<file path="config.mk">
export PLATFORM = sky130hd
export DESIGN_NAME = id_table_ram
export DESIGN_NICKNAME = d
export VERILOG_FILES = /design/src/rtl/id_ram_pkg.sv /design/src/rtl/id_ram_clear_seq.sv /design/src/rtl/id_table_ram.sv
export SDC_FILE = /design/constraint.sdc
export NUM_CORES = 1
export LEC_CHECK = 0
export BUFFER_PORTS_ARGS = -buffer_cell sky130_fd_sc_hd__buf_2
export CELL_PAD_IN_SITES_DETAIL_PLACEMENT = 1
export CELL_PAD_IN_SITES_GLOBAL_PLACEMENT = 2
export CORE_AREA = 2 2 309 311
export CTS_CLUSTER_DIAMETER = 200
export DETAILED_ROUTE_END_ITERATION = 10
export DIE_AREA = 0 0 311 313
export PLACE_DENSITY = 0.72
export SYNTH_ARGS = -nofsm -noshare
export SYNTH_HDL_FRONTEND = slang
export SYNTH_SLANG_ARGS = --single-unit
</file>
<file path="constraint.sdc">
create_clock -name clk -period 8.62 [get_ports clk]
set_input_delay 0.431 -clock clk [delete_from_list [all_inputs] [get_ports clk]]
set_output_delay 0.431 -clock clk [all_outputs]
set_load 0.01 [all_outputs]
</file>
<file path="src/rtl/id_ram_pkg.sv">
// Shared types, defaults and the lane-merge helper for the ID/attribute table RAM.
package id_ram_pkg;

  typedef enum logic [0:0] {
    ST_CLEAR = 1'b0,
    ST_IDLE  = 1'b1
  } clr_state_e;

  localparam int DATA_W_DEF = 24;
  localparam int DEPTH_DEF  = 32;
  localparam int LANE_W_DEF = 8;

  // Widest entry/lane count the merge helper handles; callers size-cast in and out.
  localparam int MERGE_W   = 256;
  localparam int LANES_MAX = 32;

  function automatic logic [MERGE_W-1:0] lane_merge(
    input logic [MERGE_W-1:0]   old_v,
    input logic [MERGE_W-1:0]   new_v,
    input logic [LANES_MAX-1:0] mask,
    input int                   lane_w
  );
    logic [MERGE_W-1:0] res;
    int                 lane;
    res = old_v;
    for (int i = 0; i < MERGE_W; i++) begin
      lane = i / lane_w;
      if (lane < LANES_MAX) begin
        if (mask[lane[$clog2(LANES_MAX)-1:0]]) res[i] = new_v[i];
      end
    end
    return res;
  endfunction

endpackage

</file>
<file path="src/rtl/id_ram_clear_seq.sv">
// Clear sequencer: walks clr_ptr over every entry after reset or on clear_req,
// owning the table write port while busy.
module id_ram_clear_seq
  import id_ram_pkg::*;
#(
  parameter int DEPTH  = DEPTH_DEF,
  parameter int ADDR_W = $clog2(DEPTH)
) (
  input  logic              clk,
  input  logic              reset_n,
  input  logic              clear_req,
  output logic              busy,
  output logic              seq_we,
  output logic [ADDR_W-1:0] seq_addr
);

  // Explicit end compare so non-power-of-two depths stop at the last real entry.
  localparam logic [ADDR_W-1:0] LAST = ADDR_W'(DEPTH - 1);

  clr_state_e        r_state;
  logic [ADDR_W-1:0] r_clr_ptr;

  always_ff @(posedge clk) begin
    if (!reset_n) begin
      r_state   <= ST_CLEAR;
      r_clr_ptr <= '0;
    end else begin
      case (r_state)
        ST_CLEAR: begin
          if (r_clr_ptr == LAST) begin
            r_state   <= ST_IDLE;
            r_clr_ptr <= '0;
          end else begin
            r_clr_ptr <= r_clr_ptr + ADDR_W'(1);
          end
        end
        ST_IDLE: begin
          if (clear_req) begin
            r_state   <= ST_CLEAR;
            r_clr_ptr <= '0;
          end
        end
        default: begin
          r_state   <= ST_CLEAR;
          r_clr_ptr <= '0;
        end
      endcase
    end
  end

  assign busy     = (r_state == ST_CLEAR);
  assign seq_we   = busy;
  assign seq_addr = r_clr_ptr;

endmodule

</file>
<file path="src/rtl/id_table_ram.sv">
// Parametrised ID/attribute table: masked write port, registered write-first
// read port, and a clear sequencer that fills the table with FILL.
module id_table_ram
  import id_ram_pkg::*;
#(
  parameter int               DATA_W = DATA_W_DEF,
  parameter int               DEPTH  = DEPTH_DEF,
  parameter int               LANE_W = LANE_W_DEF,
  parameter logic [DATA_W-1:0] FILL  = '0,
  localparam int              ADDR_W = $clog2(DEPTH),
  localparam int              LANES  = DATA_W / LANE_W
) (
  input  logic              clk,
  input  logic              reset_n,
  input  logic              clear_req,
  output logic              busy,
  input  logic              we,
  input  logic [ADDR_W-1:0] wr_addr,
  input  logic [DATA_W-1:0] wr_data,
  input  logic [LANES-1:0]  wr_mask,
  input  logic              rd_en,
  input  logic [ADDR_W-1:0] rd_addr,
  output logic [DATA_W-1:0] rd_data,
  output logic              rd_valid
);

  localparam logic [ADDR_W:0] DEPTH_A = (ADDR_W + 1)'(DEPTH);

  logic              w_busy;
  logic              w_seq_we;
  logic [ADDR_W-1:0] w_seq_addr;

  id_ram_clear_seq #(
    .DEPTH  (DEPTH),
    .ADDR_W (ADDR_W)
  ) u_clear_seq (
    .clk       (clk),
    .reset_n   (reset_n),
    .clear_req (clear_req),
    .busy      (w_busy),
    .seq_we    (w_seq_we),
    .seq_addr  (w_seq_addr)
  );

  assign busy = w_busy;

  logic [DATA_W-1:0] r_mem [DEPTH];

  logic              w_wr_in;
  logic              w_rd_in;
  logic              w_ext_we;
  logic [DATA_W-1:0] w_wr_old;
  logic [DATA_W-1:0] w_wr_merged;
  logic              w_seq_hit;
  logic              w_ext_hit;
  logic [DATA_W-1:0] w_rd_next;

  assign w_wr_in  = ({1'b0, wr_addr} < DEPTH_A);
  assign w_rd_in  = ({1'b0, rd_addr} < DEPTH_A);
  assign w_wr_old = w_wr_in ? r_mem[wr_addr] : FILL;

  // One merged value feeds both the array write and the same-address bypass.
  assign w_wr_merged = DATA_W'(lane_merge(MERGE_W'(w_wr_old), MERGE_W'(wr_data),
                                          LANES_MAX'(wr_mask), LANE_W));

  assign w_ext_we  = !w_busy && we && w_wr_in && (|wr_mask);
  assign w_seq_hit = w_seq_we && (w_seq_addr == rd_addr);
  assign w_ext_hit = w_ext_we && (wr_addr == rd_addr);

  always_comb begin
    w_rd_next = FILL;
    if (w_rd_in) begin
      if (w_seq_hit)      w_rd_next = FILL;
      else if (w_ext_hit) w_rd_next = w_wr_merged;
      else                w_rd_next = r_mem[rd_addr];
    end
  end

  // Storage: no reset; contents come only from the clear sequence and writes.
  always_ff @(posedge clk) begin
    if (reset_n) begin
      if (w_seq_we)      r_mem[w_seq_addr] <= FILL;
      else if (w_ext_we) r_mem[wr_addr]    <= w_wr_merged;
    end
  end

  // Read stage p1
  logic [DATA_W-1:0] r_rd_data_p1;
  logic              r_vld_p1;

  always_ff @(posedge clk) begin
    if (!reset_n) begin
      r_vld_p1     <= 1'b0;
      r_rd_data_p1 <= '0;
    end else begin
      r_vld_p1 <= rd_en;
      if (rd_en) r_rd_data_p1 <= w_rd_next;
    end
  end

  assign rd_data  = r_rd_data_p1;
  assign rd_valid = r_vld_p1;

endmodule

</file>
### Word-level counts from Yosys, hierarchy flattened

Memories as Yosys holds them, arrays and structs flattened. A register that Yosys moved wholly into a read port is not among the register bits.
Cells that the tools add are included.

* memory bits (writable): 768
* input bits: 42
* logic and storage cells: 53
* memories kept: 1
* output and inout port bits: 26
* register bits after elaboration: 7

* add/sub/neg operators: 1
* multiplexer cells: 40
* bitwise logic cells: 1
* equal/unequal tests: 2
* reductions and logical operators: 5

Memories
* r_mem: words 32, width 24, read ports 2, clocked after Yosys merged registers in 1, write ports 1, line id_table_ram.sv:47 `logic [DATA_W-1:0] r_mem [DEPTH];`

Operators by type and width (number)
* $mux W1: 34
* $mux W24: 1
* $reduce_or A24 Y1: 1
* $mux W5: 3
* $pmux W5 S2: 1
* $add A5 B1 Y5 const B: 1
* $eq A5 B5 Y1 const B: 1
* $reduce_or A3 Y1: 1
* $logic_and A1 B1 Y1: 2
* $ne A2 B2 Y1 const B: 1
* $pmux W1 S2: 1
* $logic_not A1 Y1: 1
* $not A1 Y1: 1

### Longest topological paths before layout

* depth after elaboration: 8
* mapped depth: 11
* mapped depth without buffers: 7

### Hierarchy

From an unflattened synthesis, not the netlist that was laid out.

* cell total of the unflattened synthesis: 2256
* area total of the unflattened synthesis: 38016.5 sq um

Modules (own cells, without submodules)
* id_table_ram: area each 37711.2 sq um, cells an instance 2223, sequential area each 23562.6 sq um, instances 1
* id_ram_clear_seq: area each 305.3 sq um, cells an instance 33, sequential area each 120.1 sq um, instances 1

### Worst setup path before layout

No wires, ideal clock.

* path type: input to register
* from: input wr_addr[0]
* to: memory r_mem[0][11] in the netlist's numbering (data pin)
* stages: 8
* slack: 3345 ps
* path buffers: 3
* arrival time: 4498 ps
* required time: 7844 ps
* library setup time: 776 ps
* cell sequence: clkbuf_2 > buf_4 > buf_4 > mux2i_1 > a22o_1 > a21oi_1 > a311oi_1 > a2111oi_0

* word-level cells in the longest chain between the ends: 3

Ends and longest elaborated chain
* start: declaration: line id_table_ram.sv:18 `input logic [ADDR_W-1:0] wr_addr,`
* $mem_v2 Z32 W24
* $mux W1: line id_ram_pkg.sv:29 `if (mask[lane[$clog2(LANES_MAX)-1:0]]) res[i] = new_v[i];`
* $mux W24 (no source line)
* end: declaration: line id_table_ram.sv:47

Every way passes these cells.

==> flow_summary.ini <==
[run_status]
result_of_the_run = completed

[logic_synthesis]
synth_area_leaders = edfxtp_1, mux4_2, mux2i_1, a22oi_1, dfxtp_1
post-synth-top-count-cell = edfxtp_1
yosys-top-cells-count = edfxtp_1, mux2i_1, mux4_2
synthesis.nets = 2241
postSynthRegisterBits = 799
synth.cell_area_um2 = 37200
yosys.area.top_type_share_pct = 61.9
synth_ff_type = edfxtp_1
synthArstFlopShare_pct = 0
edff_count_synth = 768
netlist_instances = 2197
avgSynthCellArea_um2 = 16.9
synth.yosys.warnings = 0
netlist.top_cell.by_area = edfxtp_1
ys_seq_area_share_pct = 63.6
yosysUniqueCellTypes = 53

[setup_path]
worstSetupStartpointType = primary input
critPathRequiredTime_ns = 9.17
critical_path.endpoint_type = flip-flop
worstSetupPathType = in -> reg
critPathMaxFanout = 58
worst-endpoint-arrival_ns = 5.00

[run]
drv_cap = 0

[clocking]
cts_setup_buffers = 0
post_cts_resized = 0
cts-root-buf = clkbuf_16
htreeDepth = 3
clk_path_buf_depth = 3
post_cts_hold_buffer_count = 0
cts_tree = yes
tritoncts_num_sinks = 799
cts_buf_count = 87
clkSlewWorstSetupHoldPaths_ns = 0.06
worstSkewPairLatency_ns = 0.67

[timing]
setup_viol = 0
report.final.slew_viol_count = 0
timing_hold_violations_final = 0
fin_skew_ns = 0.0234
timing.final.crit_share_pct = 51.6
worst_hold_margin_ns = 0.115
clock.fmax_mhz = 225
setup_repair_after_global_routing_missed_its_margin = false
maxSlewHeadroom_pct = 11.6
final_period_minus_worst_setup_slack_ns = 4.45
transition_time_of_the_tightest_slew_check_pin_ns = 1.32
setup_tns_ns = 0

[detailed_routing]
route.antenna.remaining_nets = 0
num_vias = 23600
met3RoutedLength_mm = 11.0
wire_per_inst_um = 37.1
drt-total-wl_mm = 134
m1WireLength_mm = 55.4
post-route-drc-count = 0
dr_wl_met2_mm = 62.4
drt-pass1-iter-count = 7
avgViaCountPerCell = 6.55
violation_count_after_the_first_detailed_route_iteration = 2798
highest-signal-layer = met5

[cells_and_area]
layout-drive-gt1-share_pct = 25.2
area.growth.synth_to_final_pct = 14.2
nets = 2311
final_core_utilization_pct = 45.2

[global_routing]
grt_start_max_net_pins = 99
first_global_vias = 24300
globalRoute.totalOverflow = 0
grt_first_pass_wirelength_mm = 188
grt.total_usage_pct = 27.2
antenna_violations_before_repair = 2

[die]
fp-row-count = 113
ioPinCount = 68
start_util_pct = 39.5
coreArea_um2 = 94200
fp.dieH_um = 313
dieWidth_um = 311
die_area_um2 = 97300

[pwr]
ir_drop_mv = 0.122
leakage_uw = 0.0143
power.density_nw_per_um2 = 209

[place]
port_buffers = 67
place_congestion = 0.806
place_hpwl_mm = 77.1

[hold_path]
min-delay-path-class = in -> reg
==> layout make-up <==
| class | count | area, um2 |
|---|---|---|
| Antenna cell | 2 | 5.00 |
| Clock buffer | 112 | 2320 |
| Clock inverter | 51 | 684 |
| Fill cell | 9008 | 51600 |
| Inverter | 6 | 22.5 |
| Multi-Input combinational cell | 1217 | 13100 |
| Sequential cell | 799 | 23700 |
| Tap cell | 1265 | 1580 |
| Timing Repair Buffer | 156 | 1080 |
==> placed cells by master, fill, tap and decap left out, types with 13 or more instances in the layout <==
cell	n
o21ai_0	17
o22ai_1	20
buf_4	86
mux2i_1	342
mux2_2	13
dfxtp_1	31
a211oi_1	28
nand2_1	45
a21oi_1	26
a22o_1	22
and2_1	28
nor2_4	21
clkinv_2	17
nor2_1	28
nand3_1	57
a221o_1	30
edfxtp_1	768
buf_2	63
a2111oi_0	16
a22oi_1	172
clkbuf_1	20
mux4_2	216
nand4_1	27
clkbuf_16	87
bufinv_16	13
==> final timing paths <==
check                                         start                 endpoint  slack, ns  cells after the start
worst max register to register  u_clear_seq.r_state             r_mem[0][13]       4.36                      7
worst min register to register          rd_data[17]              rd_data[17]       0.56                      2
worst min-delay path                        reset_n  u_clear_seq.seq_addr[3]       0.12                      2
worst max-delay path                     wr_addr[1]               rd_data[4]       4.17                     10
==> kinds of logic (layout without fill, tap and decap cells) <==
kind of cell / count (synthesis) / count (layout) / share of synthesized area (%)
AOI/OAI and AO/OA: 376 / 376 / 7.71
muxes: 572 / 572 / 22.7
buffers and inverters: 181 / 325 / 2.20
xor gates and xnor gates: 3 / 3 / 0.0706
adders and majority gates: 2 / 2 / 0.0672
and+or+nand+nor: 264 / 264 / 3.64
DFF: 799 / 799 / 63.6
other: 0 / 2 / 0
==> report_power, final <==
group          internal, uW  switching [uW]
Sequential             4220            18.8
Clock                  2320            1630
Combinational           263             431
Total                  6810            2080
==> state kept, by name (all words and copies together), names as in the netlist <==
name and flops:
rd_valid 1, u_clear_seq.r_state 1, rd_data 24, r_mem 768
u_clear_seq.seq_addr 5
==> metal layers <==
| metal | track usage [%] | vias up |
|---|---|---|
| li1 | - | 9404 |
| met1 | 37.1 | 12900 |
| met2 | 42.9 | 1092 |
| met3 | 5.80 | 233 |
| met4 | 10.6 | 2 |
| met5 | 0 | - |
==> through the flow <==
stage                     cell area [um2]  setup slack (ns)  power, uW  cells
after floorplan                     37200              3.35       4750   2197
after global placement              39500              3.69       5000   3443
after detailed placement            39500              3.52       5010   3443
after CTS                           42500              4.21       8920   3606
after global routing                42500              3.98       9100   3606
final                               42500              4.17       8890   3608
==> critical path: stages <==
cell and delay (ns):
buf_6 0.52, buf_4 0.66, buf_4 0.72, nand2_1 0.54, a211oi_1 0.37, a2111oi_0 0.12
a2111oi_0 0.64, a211oi_2 0.28, buf_4 0.29, a221o_1 0.33
No activity file was read; power rests on OpenSTA's default activity.
